$ cat config.mk
export PLATFORM = sky130hd
export DESIGN_NAME = msrv32_ahb_data_bridge
export DESIGN_NICKNAME = d
export VERILOG_FILES = /design/src/rtl/msrv32_ahb_data_bridge.sv
export SDC_FILE = /design/constraint.sdc
export NUM_CORES = 1
export LEC_CHECK = 0
export CAP_MARGIN = 10
export CORE_ASPECT_RATIO = 0.5
export CORE_UTILIZATION = 43
export CTS_CLUSTER_SIZE = 14
export DETAILED_ROUTE_END_ITERATION = 7
export MAX_ROUTING_LAYER = met4
export PLACE_DENSITY = 0.85
export RECOVER_POWER = 50
export SYNTH_ARGS = -nofsm -noshare
export SYNTH_HDL_FRONTEND = slang
export SYNTH_SLANG_ARGS = --single-unit
$ cat constraint.sdc
create_clock -name ms_riscv32_mp_clk_in -period 2.4 [get_ports ms_riscv32_mp_clk_in]
set_input_delay 0.48 -clock ms_riscv32_mp_clk_in [delete_from_list [all_inputs] [get_ports ms_riscv32_mp_clk_in]]
set_output_delay 0.48 -clock ms_riscv32_mp_clk_in [all_outputs]
set_load 0.01 [all_outputs]
$ cat src/rtl/msrv32_ahb_data_bridge.sv
// rtl/msrv32_ahb_data_bridge.sv - single-outstanding core load/store to AHB-Lite master bridge
module msrv32_ahb_data_bridge #(
  parameter int unsigned WAIT_LIMIT = 16
) (
  input  logic        ms_riscv32_mp_clk_in,
  input  logic        ms_riscv32_mp_rst_in,
  input  logic [31:0] core_addr_in,
  input  logic [31:0] core_wdata_in,
  input  logic        core_wr_req_in,
  input  logic        core_rd_req_in,
  input  logic [1:0]  core_size_in,
  output logic        core_hready_out,
  output logic        core_done_out,
  output logic        core_hresp_out,
  output logic [31:0] core_rdata_out,
  output logic        timeout_out,
  output logic [31:0] haddr_out,
  output logic [1:0]  htrans_out,
  output logic        hwrite_out,
  output logic [2:0]  hsize_out,
  output logic [31:0] hwdata_out,
  input  logic [31:0] hrdata_in,
  input  logic        hready_in,
  input  logic        hresp_in
);

  typedef enum logic [2:0] {
    S_IDLE  = 3'd0,
    S_ADDR  = 3'd1,
    S_DATA  = 3'd2,
    S_ERR   = 3'd3,
    S_FAULT = 3'd4
  } state_t;

  localparam logic [7:0] LIMIT = 8'(WAIT_LIMIT);

  state_t      state;
  state_t      state_nxt;
  logic [31:0] wdata_q;
  logic [7:0]  wait_cnt;
  logic [7:0]  wait_cnt_nxt;
  logic        misaligned;
  logic        accept;
  logic        enter_data;
  logic        done_ok;
  logic        done_err;
  logic        in_data_nxt;

  always_comb begin
    misaligned = 1'b0;
    case (core_size_in)
      2'b00:   misaligned = 1'b0;
      2'b01:   misaligned = core_addr_in[0];
      2'b10:   misaligned = (core_addr_in[1:0] != 2'b00);
      default: misaligned = 1'b1;
    endcase
  end

  always_ff @(posedge ms_riscv32_mp_clk_in) begin
    if (ms_riscv32_mp_rst_in) state <= S_IDLE;
    else                      state <= state_nxt;
  end

  always_comb begin
    state_nxt = state;
    case (state)
      S_IDLE:  if (core_wr_req_in || core_rd_req_in) state_nxt = misaligned ? S_FAULT : S_ADDR;
      S_ADDR:  if (hready_in) state_nxt = S_DATA;
      S_DATA: begin
        if (hready_in)     state_nxt = S_IDLE;
        else if (hresp_in) state_nxt = S_ERR;
      end
      S_ERR:   if (hready_in) state_nxt = S_IDLE;
      S_FAULT: state_nxt = S_IDLE;
      default: state_nxt = S_IDLE;
    endcase
  end

  // A ready slave in the error phase (or an error on the same cycle as ready) ends the access as a bus error.
  always_comb begin
    core_hready_out = (state == S_IDLE);
    accept          = core_hready_out && (core_wr_req_in || core_rd_req_in);
    enter_data      = (state == S_ADDR) && hready_in;
    done_ok         = (state == S_DATA) && hready_in && !hresp_in;
    done_err        = ((state == S_DATA) && hready_in && hresp_in) ||
                      ((state == S_ERR) && hready_in) ||
                      (state == S_FAULT);
    in_data_nxt     = (state_nxt == S_DATA) || (state_nxt == S_ERR);
    wait_cnt_nxt    = wait_cnt;
    if (enter_data)
      wait_cnt_nxt = 8'd0;
    else if (((state == S_DATA) || (state == S_ERR)) && !hready_in && (wait_cnt != 8'hFF))
      wait_cnt_nxt = wait_cnt + 8'd1;
  end

  always_ff @(posedge ms_riscv32_mp_clk_in) begin
    if (ms_riscv32_mp_rst_in) begin
      htrans_out     <= 2'b00;
      haddr_out      <= 32'd0;
      hwrite_out     <= 1'b0;
      hsize_out      <= 3'd0;
      hwdata_out     <= 32'd0;
      wdata_q        <= 32'd0;
      core_rdata_out <= 32'd0;
      core_done_out  <= 1'b0;
      core_hresp_out <= 1'b0;
      timeout_out    <= 1'b0;
      wait_cnt       <= 8'd0;
    end else begin
      htrans_out     <= (state_nxt == S_ADDR) ? 2'b10 : 2'b00;
      core_done_out  <= done_ok || done_err;
      core_hresp_out <= done_err;
      wait_cnt       <= wait_cnt_nxt;
      timeout_out    <= in_data_nxt && (wait_cnt_nxt >= LIMIT);
      if (accept) begin
        haddr_out  <= core_addr_in;
        hwrite_out <= core_wr_req_in;
        hsize_out  <= {1'b0, core_size_in};
        wdata_q    <= core_wdata_in;
      end
      if (enter_data)
        hwdata_out <= hwrite_out ? wdata_q : 32'd0;
      if (done_ok && !hwrite_out)
        core_rdata_out <= hrdata_in;
    end
  end

endmodule

Yosys cells after proc, flatten, opt, wreduce, memory -nomap -nowiden
Cells that the tools add are included.
- magnitude comparators: 1
- reductions and logical operators: 22
- equal/unequal tests: 10
- $add $sub $neg: 1
- multiplexer cells: 12
- operators by type and width (kind ; number):
    32-bit 2-to-1 mux ; 1
    3-bit 2-to-1 mux ; 6
    8-bit 2-to-1 mux ; 2
    3-bit by 2-bit equality test with 1-bit output, second input constant ; 4
    3-bit case mux with 4 select lines ; 1
    1-bit logical AND ; 10
    8-bit by 1-bit adder with 8-bit output, second input constant ; 1
    8-bit by 5-bit >= comparator with 1-bit output, second input constant ; 1
    8-bit inequality test, second input constant ; 1
    3-bit by 1-bit equality test with 1-bit output, second input constant ; 2
    1-bit logical OR ; 6
    3-bit equality test, second input constant ; 1
    1-bit zero test ; 3
    3-bit zero test ; 1
    1-bit case mux with 3 select lines ; 1
    2-bit by 1-bit equality test with 1-bit output, second input constant ; 1
    2-bit equality test, second input constant ; 1
    2-bit zero test ; 1
    2-bit 2-to-1 mux ; 1
    2-bit nonzero test ; 1
- output and inout port bits: 106
- flip-flop bits (word level): 147
- input port bits: 104

Depth between registers and ports, before layout
Gate-level depths: netlist of run 1.
- depth in word-level cells: 8
- depth in mapped cells: 7
- mapped depth without buffers: 5

Worst setup path before layout of run 1
Ideal clock, no wire load.
- path type: input port to flip-flop
- start: input hready_in
- end: register timeout_out
- data arrival time: 1.651 ns
- required time: 2.252 ns
- buffers on the path: 0
- setup time: 0.148 ns
- cell stages on the path: 4
- setup slack: 0.601 ns
- path through: or3b_4 or3_4 o311ai_2 a41oi_1
- word-level cells in the longest chain between the ends: 7
- elaborated cells on any way between the ends: 15
- those cells by class: order compare: 1; eq/ne: 2; mux: 6; reduce/logical: 6
- RTL lines (element ; RTL line ; RTL):
    from (decl) ; 23 ; input logic hready_in,
    1-bit zero test ; 92 ; else if (((state == S_DATA) || (state == S_ERR)) && !hready_in && (wait_cnt != 8'hFF))
    1-bit logical AND (2 in series) ; 92 ;
    8-bit 2-to-1 mux ; 92 ;
    8-bit 2-to-1 mux ; 90 ; if (enter_data)
    8-bit by 5-bit >= comparator with 1-bit output ; 114 ; timeout_out <= in_data_nxt && (wait_cnt_nxt >= LIMIT);
    1-bit logical AND (*) ; 114 ;
    to (signal assigned) ; 114 ;
    to (decl) ; 16 ; output logic timeout_out,
Mark *: on every way between the ends. The rest lies on a longest branch, timed or not.
A chain may end at the register's enable or synchronous reset.

Worst setup path in the final report of run 1
- start: register state[0]
- end: output core_hready_out
- word-level cells in the longest chain between the ends: 1
- RTL lines (element ; RTL line ; RTL):
    from (decl) ; 37 ; state_t state;
    from (signal assigned) ; 61 ; else state <= state_nxt;
    3-bit zero test ; 81 ; core_hready_out = (state == S_IDLE);
    to (decl) ; 12 ; output logic core_hready_out,
Every way passes these cells.

==> results of run 1 <==
metal layers:
metal	part of all wire	up-vias	GRT usage	wire, µm
met1	0.42	2315	0.2887	6204
met3	0.039	47	0.05240	574
met5	0	-	-	0
met4	0.035	0	0.1392	514
met2	0.50	171	0.4152	7353
li1	-	2372	-	-
synth_stat cells (2+ instances only):
| master | n |
|---|---|
| nor4_1 | 2 |
| o21bai_1 | 2 |
| buf_4 | 3 |
| nor3b_1 | 2 |
| nand3_1 | 4 |
| dfxtp_1 | 146 |
| a21oi_1 | 102 |
| o31ai_1 | 2 |
| o21a_1 | 2 |
| nor2_1 | 10 |
| or3_1 | 2 |
| nand2_1 | 204 |
| clkbuf_1 | 29 |
| inv_1 | 4 |
| a22o_1 | 32 |
| o211ai_1 | 3 |
| xor2_1 | 3 |
| o21ai_0 | 3 |
| buf_2 | 12 |
sequential cells by signal (all words and copies together) (netlist names):
| signal | flops |
|---|---|
| core_rdata_out | 32 |
| timeout_out | 1 |
| wait_cnt | 8 |
| core_done_out | 1 |
| hwrite_out | 1 |
| hsize_out | 2 |
| state | 3 |
| htrans_out | 1 |
| wdata_q | 32 |
| core_hresp_out | 1 |
| haddr_out | 32 |
| hwdata_out | 32 |
per-stage QoR:
step	hold slack, ns	instances	area [µm²]	power, mW
2_1_floorplan	0.4366	594	5135	3.039
3_3_place_gp	0.4405	928	7401	3.475
3_5_place_dp	0.4453	928	7401	3.500
4_1_cts	0.4544	960	7999	6.166
5_1_grt	0.4662	960	7946	6.339
6_report	0.4505	960	7946	6.103
logic make-up (layout without fill, tap and decap cells):
family	count (synthesis)	after routing	synth area share
buffers and inverters	49	256	0.04243
multiplexers	3	3	0.007071
AND/OR/NAND/NOR	236	236	0.1880
adder cells (fa/ha/maj)	1	1	0.002438
AO/OA/AOI/OAI	154	154	0.1846
XOR/XNOR	3	3	0.005122
other	1	2	0.0007308
flip-flops	146	146	0.5696
worst max-delay path by stage:
stage	from	to	cells past startpoint
after floorplan	hready_in	timeout_out	4
after global placement	hready_in	timeout_out	5
after detailed placement	hready_in	timeout_out	5
after CTS	state[2]	core_hready_out	3
after global routing	state[2]	core_hready_out	3
final	state[0]	core_hready_out	3
critical path: stages (launching register included):
cell	delay [ns]
dfxtp_1	0.39
nor3_1	0.20
buf_4	0.18
clkdlybuf4s50_1	0.54
area by class of cell:
class                   instances  area, µm²  share of cell area
multi-input cells             399       2013              0.2533
inverters                       4      15.01            0.001889
clock inverters                15      172.7             0.02173
repair buffers                220       2198              0.2766
flip-flops and latches        146       2923              0.3678
clock buffers                  17      425.4             0.05353
well taps                     159      198.9             0.02504
layout by cell type (no fill, tap or decap), types with 2 or more instances in the layout:
cell,netlist,final
nand2_1,204,204
clkdlybuf4s50_1,0,189
dfxtp_1,146,146
a21oi_1,102,102
a22o_1,32,32
clkbuf_16,0,17
dlygate4sd3_1,0,17
nor2_1,10,10
inv_1,4,4
nand3_1,4,4
inv_6,0,4
clkinvlp_4,0,4
buf_12,0,4
o21ai_0,3,3
o211ai_1,3,3
xor2_1,3,3
inv_8,0,3
buf_4,3,3
clkbuf_2,0,3
clkbuf_1,29,3
nor3_1,1,2
o21a_1,2,2
or3_1,2,2
o31ai_1,2,2
o21bai_1,2,2
nor3b_1,2,2
conb_1,1,2
bufinv_16,0,2
power breakdown:
group / internal, mW / switching, mW
clock: 1.56 / 1.13
sequential: 2.55 / 0.0743
combinational: 0.388 / 0.395
==> out/results.ini, run 1 <==
[global_route]
grt_overflow = 0
grt_first_pass_wirelength_um = 23540
grt_pass1_vias = 4809
grt.total_usage = 0.2510
grt_max_degree = 69
antenna_found_initial = 0

[synth]
ys.flop_type = dfxtp_1
ys_warn_count = 0
syn-cell-area_um2 = 5131
synth_edf_count = 0
netlist_instances = 593
synth_area_leaders = dfxtp_1 (57%), nand2_1 (15%), a21oi_1 (9.9%), a22o_1 (5.5%), clkbuf_1 (2.1%)
synth_top_area_frac = 0.5696
ys_seq_elements = 146
yosysSeqAreaShare = 0.5696
synth_area_leader_cell = dfxtp_1
synth.avg_cell_area_um2 = 8.653
synthDistinctLibCells = 45
synth-async-reset-ratio = 0

[detailed_routing]
wl_per_cell_um = 15.26
vias = 4905
drc = 0
vias_per_cell = 5.109
dr.pass1.iters = 5
drtIter0Drc = 357
routed_wl_um = 14650
ant_nets = 0

[pwr]
p_per_area_nw_per_um2 = 768.0
total_leakage_power_nw = 2.982
peakVddDrop_uv = 524.8

[timing]
relSlewSlack = 0.3255
min_period_over_period = 0.9213
fin_skew_ns = 0.009727
timing.final.ws_setup_ns = 0.1888
fmax_ghz = 0.4522
rsz0062_at_grt = no
worstMarginPinSlew_ns = 1.012
maxSlewViolCount = 0
finalCriticalPeriod_ns = 2.211
finalHoldViolCount = 0
totalNegativeSetupSlack_ns = 0
setup_violations = 0

[critical_path]
timing.rr.end = wdata_q[27]
cp-end-kind = output pin
cp-start-kind = register
worstSetupPathType = reg -> out
reg2regPathDepth = 6
r2r-start = state[0]
cp.arrival_ns = 1.73
r2r_slack_ns = 0.29
path_max_fanout = 9
crit_required_ns = 1.92

[place]
routabilityCongestion = 0.8507
dpl.hpwl_um = 9630
io_buffer_count = 207
place_ws_ns = 0.08877

[final_layout]
fin_util = 0.7022
antenna_cells = 0
syn_to_final_growth_pct = 54.86
nFillCells = 815
fin_nets = 893
drive_gt1_frac = 0.06367

[clock_network]
clockBufferDepth = 2
cts-resized-gates = 0
clk_latency_ns = 0.41
cts_max_level = 4
path_clk_slew_ns = 0.06
hold_buffers = 0
clockRootBuffer = clkbuf_16
postCtsSetupRepairBufs = 0
cts_sinks = 146
cts_buffers = 17
cts_tree = done

[die]
pin_count = 210
die_area_um2 = 12400
die_h_um = 79.25
die_w_um = 156.5
std_cell_rows = 27
core_region_area_um2 = 11320
start_util = 0.4534

[min_path]
holdPathStages = 2
hold_start = core_rdata_out[13]
hp-class = reg -> reg
whs_endpoint = core_rdata_out[13]

[outcome]
status = complete, no violations

[run]
maxCapViolations = 0

Note: power is estimated with default switching activity, not from simulation.
==> run 2: changes to the inputs <==
==> constraint.sdc (replaced) <==
create_clock -name ms_riscv32_mp_clk_in -period 2.4 [get_ports ms_riscv32_mp_clk_in]
set_input_delay 0.24 -clock ms_riscv32_mp_clk_in [delete_from_list [all_inputs] [get_ports ms_riscv32_mp_clk_in]]
set_output_delay 0.24 -clock ms_riscv32_mp_clk_in [all_outputs]
set_load 0.01 [all_outputs]
==> out/results.ini, run 2 (same netlist as run 1, synthesis figures left out) <==
[detailed_routing]
vias_per_cell = 5.023
wl_per_cell_um = 14.92
ant_nets = 0
dr.pass1.iters = 5
vias = 4807
drc = 0
routed_wl_um = 14280
drtIter0Drc = 330

[place]
place_ws_ns = 0.1606
dpl.hpwl_um = 9650
routabilityCongestion = 0.9100
post_dp_cell_area_um2 = 7323
io_buffer_count = 207

[critical_path]
path_max_fanout = 45
crit_required_ns = 2.65
worstSetupPathType = reg -> reg
cp-end-kind = register
cp.arrival_ns = 2.33
cp-start-kind = register

[die]
std_cell_rows = 27
die_h_um = 79.25
pin_count = 210
core_region_area_um2 = 11320
die_area_um2 = 12400
die_w_um = 156.5
start_util = 0.4534

[final_layout]
final_common_cell = nand2_1
nFillCells = 875
fin_nets = 891
drive_gt1_frac = 0.06140
final_cell_mix = nand2_1 (204), dfxtp_1 (146), clkdlybuf4s50_1 (103), dlygate4sd3_1 (103), a21oi_1 (102)
final_area_um2 = 7876
antenna_cells = 0
seqCellArea_um2 = 2923
multiInputGateArea_um2 = 2007
syn_to_final_growth_pct = 53.50

[clock_network]
clk_latency_ns = 0.40
cts_sinks = 146
postCtsSetupRepairBufs = 0
cts_max_level = 4
cts_buffers = 17
clockRootBuffer = clkbuf_16
cts_tree = done
path_clk_slew_ns = 0.06
hold_buffers = 0
cts-resized-gates = 0
clockBufferDepth = 2

[timing]
rsz0062_at_grt = no
setup_violations = 0
whs_ns = 0.3797
timing.final.ws_setup_ns = 0.3130
fin_skew_ns = 0.008693
fmax_ghz = 0.4791
finalHoldViolCount = 0
worstMarginPinSlew_ns = 0.9829
relSlewSlack = 0.3447
maxSlewViolCount = 0
min_period_over_period = 0.8696
finalCriticalPeriod_ns = 2.087
totalNegativeSetupSlack_ns = 0

[min_path]
hp-class = in -> reg

[pwr]
total_leakage_power_nw = 3.247
peakVddDrop_uv = 426.9
p_per_area_nw_per_um2 = 755.4

[outcome]
status = complete, no violations

[global_route]
grt_pass1_vias = 4678
grt_overflow = 0
antenna_found_initial = 0
grt.total_usage = 0.2415
grt_first_pass_wirelength_um = 22740
grt_max_degree = 74

[run]
maxCapViolations = 0

[run 2: final cells by class]
cell class	count	area share
Sequential cell	146	0.3711
Inverter	4	0.001906
Clock buffer	19	0.05624
Multi-Input combinational cell	399	0.2548
Timing Repair Buffer	218	0.2737
Clock inverter	12	0.01700
Tap cell	159	0.02526
[run 2: final timing paths]
kind	cells past startpoint	from	slack [ns]	end
max	5	state[0]	0.31	wdata_q[26]
min	3	core_addr_in[17]	0.38	haddr_out[17]
max reg2reg	5	state[0]	0.31	wdata_q[26]
min reg2reg	2	core_rdata_out[13]	0.45	core_rdata_out[13]
[run 2: metal layers]
| metal | vias up | GRT usage | share of wire |
|---|---|---|---|
| met5 | - | - | 0 |
| met4 | 0 | 0.1127 | 0.027 |
| met3 | 34 | 0.04421 | 0.036 |
| met2 | 143 | 0.4147 | 0.51 |
| met1 | 2251 | 0.2772 | 0.43 |
| li1 | 2379 | - | - |
[run 2: stage by stage]
| stage | util | instances | power (mW) |
|---|---|---|---|
| 3_5_place_dp | 0.6471 | 926 | 3.472 |
| 6_report | 0.6960 | 957 | 5.950 |
| 2_1_floorplan | - | 594 | 3.039 |
| 5_1_grt | 0.6960 | 957 | 6.202 |
| 4_1_cts | 0.6981 | 957 | 6.036 |
| 3_3_place_gp | 0.6471 | 926 | 3.451 |
[run 2: worst max-delay path, stage by stage, from the launching register on]
cell and delay, ns:
dfxtp_1 0.40, nor3_2 0.36, o21ai_0 0.19, clkbuf_2 0.59
nand2_1 0.26, a21oi_1 0.10
[run 2: power breakdown]
group / switching (mW) / internal (mW)
logic: 0.389 / 0.369
registers: 0.0716 / 2.56
clock network: 1.01 / 1.56
